$ cat config.mk
export PLATFORM = sky130hd
export DESIGN_NAME = irf_writeback
export DESIGN_NICKNAME = d
export VERILOG_FILES = /design/src/rtl/irf_writeback.sv
export SDC_FILE = /design/constraint.sdc
export NUM_CORES = 1
export LEC_CHECK = 0
export BUFFER_PORTS_ARGS = -buffer_cell sky130_fd_sc_hd__buf_2
export CORE_MARGIN = 5
export CORE_UTILIZATION = 55
export CTS_CLUSTER_SIZE = 28
export DETAILED_ROUTE_END_ITERATION = 10
export PLACE_DENSITY_LB_ADDON = 0.1
export SLEW_MARGIN = 20
export SYNTH_ARGS = -nofsm -noshare
export SYNTH_HDL_FRONTEND = slang
export SYNTH_SLANG_ARGS = --single-unit
$ cat constraint.sdc
create_clock -name clk -period 8.4 [get_ports clk]
set_input_delay 0 -clock clk [delete_from_list [all_inputs] [get_ports clk]]
set_output_delay 0 -clock clk [all_outputs]
set_load 0.005 [all_outputs]
$ cat src/rtl/irf_writeback.sv
`default_nettype none
// ============================================================================
// Module   : irf_writeback
// Purpose  : Write side of the integer register file. Merges ALU results and
//            queued load results onto the single RF write port and keeps a
//            per-register pending scoreboard for RAW/WAW stalls at issue.
//            R31 is hard-wired zero and is never written or tracked.
// Revision : 1.0  initial release
// ----------------------------------------------------------------------------
// Parameters
//   LDQ_DEPTH  load-result queue entries (power of two, >= 2)
//   DATA_BITS  result width
// Ports
//   clk, reset                 clock, synchronous active-high reset
//   issue_valid/issue_dest     destination leaving the read stage
//   issue_stall                comb, destination still has a write outstanding
//   alu_valid/alu_dest/alu_data   ALU result, always accepted
//   ld_valid/ld_dest/ld_data   load result offered; ld_ready = queue not full
//   write_en/write_addr/write_data   registered RF write port
//   pending                    registered scoreboard, bit r = write outstanding
// Build option
//   IRF_WB_PERF_EN  adds perf_ld_deferred[31:0], a saturating count of
//                   cycles in which a queued load was blocked by the ALU.
// ============================================================================
module irf_writeback #(
  parameter int LDQ_DEPTH = 2,
  parameter int DATA_BITS = 64
) (
  input  logic                 clk,
  input  logic                 reset,
  input  logic                 issue_valid,
  input  logic [4:0]           issue_dest,
  output logic                 issue_stall,
  input  logic                 alu_valid,
  input  logic [4:0]           alu_dest,
  input  logic [DATA_BITS-1:0] alu_data,
  input  logic                 ld_valid,
  output logic                 ld_ready,
  input  logic [4:0]           ld_dest,
  input  logic [DATA_BITS-1:0] ld_data,
  output logic                 write_en,
  output logic [4:0]           write_addr,
  output logic [DATA_BITS-1:0] write_data,
  output logic [31:0]          pending
`ifdef IRF_WB_PERF_EN
  ,
  output logic [31:0]          perf_ld_deferred
`endif
);

  localparam int             PTR_W    = (LDQ_DEPTH > 1) ? $clog2(LDQ_DEPTH) : 1;
  localparam logic [PTR_W:0] C_FULL   = (PTR_W + 1)'(LDQ_DEPTH);
  localparam logic [4:0]     C_ZR_REG = 5'd31;

  // Load queue storage and pointers
  logic [4:0]           r_q_dest [LDQ_DEPTH];
  logic [DATA_BITS-1:0] r_q_data [LDQ_DEPTH];
  logic [PTR_W-1:0]     r_wr_ptr;
  logic [PTR_W-1:0]     r_rd_ptr;
  logic [PTR_W:0]       r_count;

  logic                 w_q_empty;
  logic                 w_ld_accept;
  logic                 w_issue_set;
  logic                 w_pop;
  logic                 w_bypass;
  logic                 w_push;
  logic                 w_sel_valid;
  logic [4:0]           w_sel_dest;
  logic [DATA_BITS-1:0] w_sel_data;
  logic                 w_sel_wr;
  logic [31:0]          w_pending_nxt;

  always_comb begin
    w_q_empty   = (r_count == '0);
    // Full is judged on the registered count only, so a pop in the same
    // cycle does not reopen the queue until the next cycle.
    ld_ready    = (r_count != C_FULL);
    w_ld_accept = ld_valid && ld_ready;

    issue_stall = issue_valid && pending[issue_dest] && (issue_dest != C_ZR_REG);
    w_issue_set = issue_valid && !issue_stall && (issue_dest != C_ZR_REG);

    // ALU owns the write slot; the queue drains only in ALU-free cycles.
    // A load arriving at an empty queue in such a cycle goes straight through.
    w_pop       = !alu_valid && !w_q_empty;
    w_bypass    = !alu_valid && w_q_empty && w_ld_accept;
    w_push      = w_ld_accept && !w_bypass;
  end

  always_comb begin
    w_sel_valid = 1'b0;
    w_sel_dest  = '0;
    w_sel_data  = '0;
    if (alu_valid) begin
      w_sel_valid = 1'b1;
      w_sel_dest  = alu_dest;
      w_sel_data  = alu_data;
    end else if (w_pop) begin
      w_sel_valid = 1'b1;
      w_sel_dest  = r_q_dest[r_rd_ptr];
      w_sel_data  = r_q_data[r_rd_ptr];
    end else if (w_bypass) begin
      w_sel_valid = 1'b1;
      w_sel_dest  = ld_dest;
      w_sel_data  = ld_data;
    end
    // A result for R31 still uses up the slot but produces no write.
    w_sel_wr = w_sel_valid && (w_sel_dest != C_ZR_REG);
  end

  // Clear happens on the edge that raises write_en; a new issue to the same
  // register in that cycle is applied last so the set wins.
  always_comb begin
    w_pending_nxt = pending;
    if (w_sel_wr) begin
      w_pending_nxt[w_sel_dest] = 1'b0;
    end
    if (w_issue_set) begin
      w_pending_nxt[issue_dest] = 1'b1;
    end
  end

  // Queue payload needs no reset; validity is carried by the count.
  always_ff @(posedge clk) begin
    if (w_push) begin
      r_q_dest[r_wr_ptr] <= ld_dest;
      r_q_data[r_wr_ptr] <= ld_data;
    end
  end

  always_ff @(posedge clk) begin
    if (reset) begin
      r_wr_ptr   <= '0;
      r_rd_ptr   <= '0;
      r_count    <= '0;
      write_en   <= 1'b0;
      write_addr <= '0;
      write_data <= '0;
      pending    <= '0;
    end else begin
      if (w_push) begin
        r_wr_ptr <= r_wr_ptr + 1'b1;
      end
      if (w_pop) begin
        r_rd_ptr <= r_rd_ptr + 1'b1;
      end
      case ({w_push, w_pop})
        2'b10:   r_count <= r_count + 1'b1;
        2'b01:   r_count <= r_count - 1'b1;
        default: r_count <= r_count;
      endcase
      write_en <= w_sel_wr;
      if (w_sel_wr) begin
        write_addr <= w_sel_dest;
        write_data <= w_sel_data;
      end
      pending <= w_pending_nxt;
    end
  end

`ifdef IRF_WB_PERF_EN
  always_ff @(posedge clk) begin
    if (reset) begin
      perf_ld_deferred <= '0;
    end else if (!w_q_empty && alu_valid && (perf_ld_deferred != 32'hFFFF_FFFF)) begin
      perf_ld_deferred <= perf_ld_deferred + 32'd1;
    end
  end
`endif

endmodule
`default_nettype wire

Word-level counts from Yosys, hierarchy flattened
Memories as Yosys holds them, arrays and structs flattened. A register that Yosys moved wholly into a read port is not among the register bits.
Cells that the tools add are included.
{ "op_classes": {"addsub": 4, "mul": 0, "div_mod_pow": 0, "order_cmp": 4, "n_eq_ne": 5, "shifts": 0, "mux": 24, "n_bitwise": 3, "n_reduce_logical": 18} }
{ "op_table": {"columns": ["cell", "count"], "rows": [
  ["$mux 64", 3],
  ["$mux 32", 2],
  ["$and 32x32->32", 1],
  ["$not 32->32", 1],
  ["$or 32x32->32", 1],
  ["$mux 5", 3],
  ["$logic_and 1x1->1", 12],
  ["$lt 5x6->1 const B", 2],
  ["$mux 1", 12],
  ["$demux 1 s5", 2],
  ["$ge 5x1->1 const B", 2],
  ["$ne 5x5->1 const B", 2],
  ["$bmux 1 s5", 1],
  ["$logic_not 1->1", 4],
  ["$pmux 2 s2", 1],
  ["$add 1x1->1 const B", 2],
  ["$add 2x1->2 const B", 1],
  ["$eq 2x1->1 const B", 1],
  ["$eq 2x2->1 const B", 1],
  ["$logic_not 2->1", 1],
  ["$ne 2x2->1 const B", 1],
  ["$reduce_bool 2->1", 1],
  ["$sub 2x1->2 const B", 1]
]} }
{ "word_totals": {"reg_bits": 106, "latchBits": 0, "ramBits": 138, "mem_bits_ro": 0, "word_cells": 67, "n_memories": 2} }
{ "memory_table": {"columns": ["memory", "depth", "word_bits", "rd", "rd_ports_with_merged_regs", "write_ports", "line_no", "rtl"], "rows": [
  ["r_q_data", 2, 64, 1, 1, 1, "57", "logic [DATA_BITS-1:0] r_q_data [LDQ_DEPTH];"],
  ["r_q_dest", 2, 5, 1, 1, 1, "56", "logic [4:0] r_q_dest [LDQ_DEPTH];"]
]} }

Depth between registers and ports, before layout
{ "logic_depth": {"ltp_word": 15, "mapped_depth": 10, "ltp_nobuf": 7} }

Worst setup path before layout
No wires, ideal clock.
{ "synth_timing": {"path_type": "register to register", "from": "register r_count[0]", "to": "memory r_q_data[0][0], enable pin", "setup_time_ns": 0.497, "arrival_time_ns": 3.684, "required_time_ns": 7.903, "slack_ns": 4.220, "stages_incl_launch_ff": 4, "path_buffers": 1, "path_cell_list": "dfxtp_1 buf_2 o21ai_0 nor2_1"} }
{ "synth_via": {"elab_chain_cells": 7} }
{ "synth_rtl": {"columns": ["element", "line_no", "rtl"], "rows": [
  ["start, declared", "60", "logic [PTR_W:0] r_count;"],
  ["start signal, assigned", "149", "2'b10: r_count <= r_count + 1'b1;"],
  ["start signal, assigned", "150", "2'b01: r_count <= r_count - 1'b1;"],
  ["start signal, assigned", "151", "default: r_count <= r_count;"],
  ["$ne 2x2->1 / $logic_not 2->1 (equally long branches)", "78, 75", null],
  ["$logic_and 1x1->1 (on tied branches)", "79, 87", null],
  ["$logic_and 1x1->1", "87", "w_bypass = !alu_valid && w_q_empty && w_ld_accept;"],
  ["$logic_not 1->1", "88", "w_push = w_ld_accept && !w_bypass;"],
  ["$logic_and 1x1->1 (*)", "88", null],
  ["$mux 1 (*)", "126", "if (w_push) begin"],
  ["$mux 1 (implied by the code) (*)", "128", "r_q_data[r_wr_ptr] <= ld_data;"],
  ["end, declared", "57", null]
]} }
Mark *: on every way between the ends. The rest lies on a longest branch, timed or not.

Worst setup path after layout
{ "layout_timing": {"from": "register r_count[0]", "to": "register write_data[35]"} }
{ "layout_via": {"elab_chain_cells": 8} }
{ "layout_rtl": {"columns": ["element", "line_no", "rtl"], "rows": [
  ["$ne 2x2->1 / $logic_not 2->1 (equally long branches)", "78, 75", null],
  ["$logic_and 1x1->1 (on tied branches)", "79, 87", null],
  ["$logic_and 1x1->1", "87", null],
  ["$mux 5", "103", "end else if (w_bypass) begin"],
  ["$mux 5", "99", "end else if (w_pop) begin"],
  ["$mux 5", "95", "if (alu_valid) begin"],
  ["$ne 5x5->1", "109", "w_sel_wr = w_sel_valid && (w_sel_dest != C_ZR_REG);"],
  ["$logic_and 1x1->1", "109", null],
  ["end signal, assigned", "156", "write_data <= w_sel_data;"],
  ["end, declared", "43", "output logic [DATA_BITS-1:0] write_data,"]
]} }
Several ways; a longest one is shown, not always the timed one.
A chain may end at the register's enable or synchronous reset.

==> impl_metrics.csv <==
group,metric,value,unit
drt,drt-pass1-iter-count,4,
power_and_ir_drop,combPwrFrac,0.252,
synth,yosysWarnings,0,
synth,synth_nets,1082,
floorplanning,start_util,0.562,
flow_run,drv_cap,0,
clock_network,cts_tree,"built",
global_routing,use_met1,0.329,
setup_path,path_buf_inv,1,
setup_path,critPathKind,"register to register",
setup_path,arrival,4.58,ns
synth,synth.cell_area,11000,µm²
power_and_ir_drop,cellInternalPower,2.48,mW
global_routing,grt_util_all_layers,0.249,
final_layout,final.fill_count,1414,
place,hpwl,17.7,mm
clock_network,path_clk_slew,0.06,ns
place,io_buffer_count,251,
drt,vias_per_cell,5.64,
power_and_ir_drop,power_frac_seq,0.438,
timing,max_slew.worst_pin.slew,1.02,ns
global_routing,globalRouteMet2Util,0.415,
timing,setup_violations,0,
final_layout,nets,1431,
setup_path,r2r_cells,6,
worst_hold_path,hold-path-cell-count,5,
timing,maxSlewViolCount,0,
clock_network,cts-resized-gates,0,
global_routing,overflow,0,
clock_network,numCtsBuffers,26,
power_and_ir_drop,net-switching-power,1.03,mW
setup_path,critPathLaunchType,"register",
setup_path,reg2reg_slack,4.26,ns
power_and_ir_drop,pwr-share-clk,0.311,
global_routing,top_usage_layer,"met2",
place,dp.cells,1381,
floorplanning,die-width,151,µm
clock_network,cts-htree-levels,1,
drt,ant_nets,0,
timing,fmax,0.241,GHz
timing,final.setup_skew,0.00748,ns
global_routing,grt_max_degree,93,
setup_path,crit_path_end_kind,"register",
power_and_ir_drop,vdd_drop_max,0.000161,V
timing,period_share,0.493,
synth,yosysSeqAreaShare,0.573,
setup_path,r2r_end,"write_data[35]",
synth,ys_seq_elements,245,
global_routing,globalRouteMet3Util,0.0395,
global_routing,antenna_found_initial,1,
worst_hold_path,worstHoldStart,"alu_dest[0]",
timing,hold_slack,0.0423,ns
place,place.gp.congestion,0.828,
synth,synth_edf_count,138,
clock_network,clk_latency,0.52,ns
final_layout,regArea,6290,µm²
timing,relSlewSlack,0.311,
setup_path,cp_top_family,"simple AND/OR/NAND/NOR gates",
status,status,"complete, no violations",
setup_path,r2r_start,"r_count[0]",
timing,rsz0062_at_grt,"no",
timing,fin_crit,4.14,ns
final_layout,area_growth,32.3,%
synth,synth_flop_cell,"edfxtp_1",
floorplanning,core_region_area,19500,µm²
power_and_ir_drop,power_density,242,nW/µm²
synth,async_flop_share,0,
setup_path,crit_fanout,49,
global_routing,grt_pass1_vias,8872,
final_layout,multi_input_area,4270,µm²
synth,synth.distinct_cells,64,
setup_path,required,8.83,ns
synth,avgSynthCellArea,11.8,µm²
drt,routedWlPerCell,18.6,µm
clock_network,clockBufferDepth,3,
setup_path,worstPathCellList,"or2_1 > a211oi_2 > nor4bb_2 > a31o_4 > buf_4 > mux2i_1",
setup_path,max_stage_delay,0.92,ns
floorplanning,die_h,151,µm
drt,drtIter0Drc,505,
drt,vias,8850,
setup_path,cpMaxStageDelayCell,"nor4bb_2",
power_and_ir_drop,p_sw_frac,0.294,
clock_network,cts-root-buf,"clkbuf_16",
final_layout,final_cell_mix,"buf_2 (250), mux2i_1 (142), dlygate4sd3_1 (138), edfxtp_1 (138), nand2_1 (136)",
floorplanning,row_count,51,
worst_hold_path,hp-class,"input port to register",
drt,routed_wl,29.2,mm
synth,syn_inst,933,
power_and_ir_drop,p_leak,5.74,nW
clock_network,cts_sinks,245,
final_layout,final_common_cell,"buf_2",
floorplanning,dieArea,22900,µm²
drt,drcViolationCount,0,
final_layout,final_layout_size_suffix_gt1_frac,0.254,
timing,hold_viol_final,0,
floorplanning,io_pins,252,
worst_hold_path,min_to,"pending[22]",
timing,fin_tns_setup,0,ns
global_routing,grt_pass1_wl,45.5,mm
final_layout,final_cells,1568,
power by group through the flow:
stage               Clock, mW  Combinational [mW]  Sequential [mW]
floorplan                   0               0.609             1.54
global placement            0               0.816             1.56
detailed placement          0               0.828             1.56
CTS                      1.11               0.881             1.54
global route             1.16               0.970             1.56
finish                   1.09               0.885             1.54
layer usage:
layer / part of all wire / up-vias
li1: - / 4210
met1: 0.42 / 4178
met2: 0.47 / 384
met3: 0.075 / 78
met4: 0.034 / 0
met5: 0 / -
worst max path at each step:
stage / from / to / slack (ns) / cells past startpoint
after floorplan: r_count[0] / r_q_data[0][0] / 4.22 / 3
after global placement: alu_valid / write_data[52] / 4.41 / 7
after detailed placement: alu_valid / write_data[49] / 4.23 / 7
after CTS: r_count[0] / write_data[6] / 4.28 / 6
after global routing: r_count[0] / write_data[35] / 3.93 / 6
final: r_count[0] / write_data[35] / 4.26 / 6
repair_timing:
item | 4_1_cts | 5_1_grt
endpoints found under the setup margin | 0 | 0
setup buffers | 0 | 0
endpoints found under the hold margin | 216 | 0
hold buffers | 138 | 0
cells by family after synthesis:
| kind of cell | after synthesis | share of synthesized area |
|---|---|---|
| flip-flops | 245 | 0.573 |
| buffers and inverters | 99 | 0.0419 |
| XOR/XNOR | 4 | 0.00320 |
| adder cells (fa/ha/maj) | 1 | 0.00114 |
| multiplexers | 149 | 0.140 |
| AO/OA/AOI/OAI | 169 | 0.133 |
| AND/OR/NAND/NOR | 266 | 0.108 |
cell type report:
type	count	share of cell area
Antenna cell	1	0.000173
Clock buffer	34	0.0505
Clock inverter	14	0.00664
Inverter	24	0.00638
Multi-Input combinational cell	589	0.294
Sequential cell	245	0.434
Tap cell	265	0.0229
Timing Repair Buffer	396	0.186
Yosys cell counts, drive strengths merged, types with 2 or more instances:
| library cell | number | share of area |
|---|---|---|
| o311ai | 4 | 0.0032 |
| dfxtp | 107 | 0.20 |
| xor2 | 2 | 0.0016 |
| nand4bb | 2 | 0.0021 |
| nand4 | 7 | 0.0040 |
| nor2b | 6 | 0.0034 |
| nor4bb | 2 | 0.0024 |
| a221o | 58 | 0.053 |
| buf | 28 | 0.018 |
| nor2 | 76 | 0.026 |
| clkbuf | 47 | 0.016 |
| a211oi | 10 | 0.0073 |
| o22ai | 2 | 0.0011 |
| edfxtp | 138 | 0.38 |
| a311oi | 16 | 0.013 |
| o211ai | 5 | 0.0034 |
| o211a | 2 | 0.0018 |
| nor3 | 3 | 0.0014 |
| a32o | 5 | 0.0046 |
| mux2 | 5 | 0.0058 |
| mux2i | 142 | 0.13 |
| mux4 | 2 | 0.0041 |
| nor4 | 3 | 0.0031 |
| o21ai | 23 | 0.010 |
| nand3 | 4 | 0.0018 |
| and2 | 9 | 0.0051 |
| nand2 | 136 | 0.047 |
| a41o | 13 | 0.012 |
| a31oi | 2 | 0.0011 |
| a31o | 8 | 0.0064 |
| or2 | 5 | 0.0029 |
| o32ai | 4 | 0.0032 |
| and4 | 2 | 0.0016 |
| nand2b | 5 | 0.0029 |
| a21oi | 9 | 0.0041 |
| a221oi | 2 | 0.0038 |
| xnor2 | 2 | 0.0016 |
| inv | 23 | 0.0079 |
per-stage QoR:
step	setup slack [ns]	utilization	total power [mW]	cell area, µm²
2_1_floorplan	4.22	-	2.15	11000
3_3_place_gp	4.41	0.629	2.37	12300
3_5_place_dp	4.23	0.629	2.39	12300
4_1_cts	4.28	0.742	3.53	14500
5_1_grt	3.93	0.743	3.68	14500
6_report	4.26	0.743	3.52	14500
worst reg2reg max path: stages (launching register included):
cell and delay (ns):
dfxtp_1 0.62, or2_1 0.65, a211oi_2 0.23, nor4bb_2 0.92, a31o_4 0.53, buf_4 0.80
mux2i_1 0.32
registers in the layout (all words and copies together), names as in the netlist, named ones only:
register,count
write_data,64
pending,32
write_addr,5
r_rd_ptr,1
r_q_data,128
write_en,1
r_count,2
r_wr_ptr,1
r_q_dest,10
Note: power is estimated with default switching activity, not from simulation.
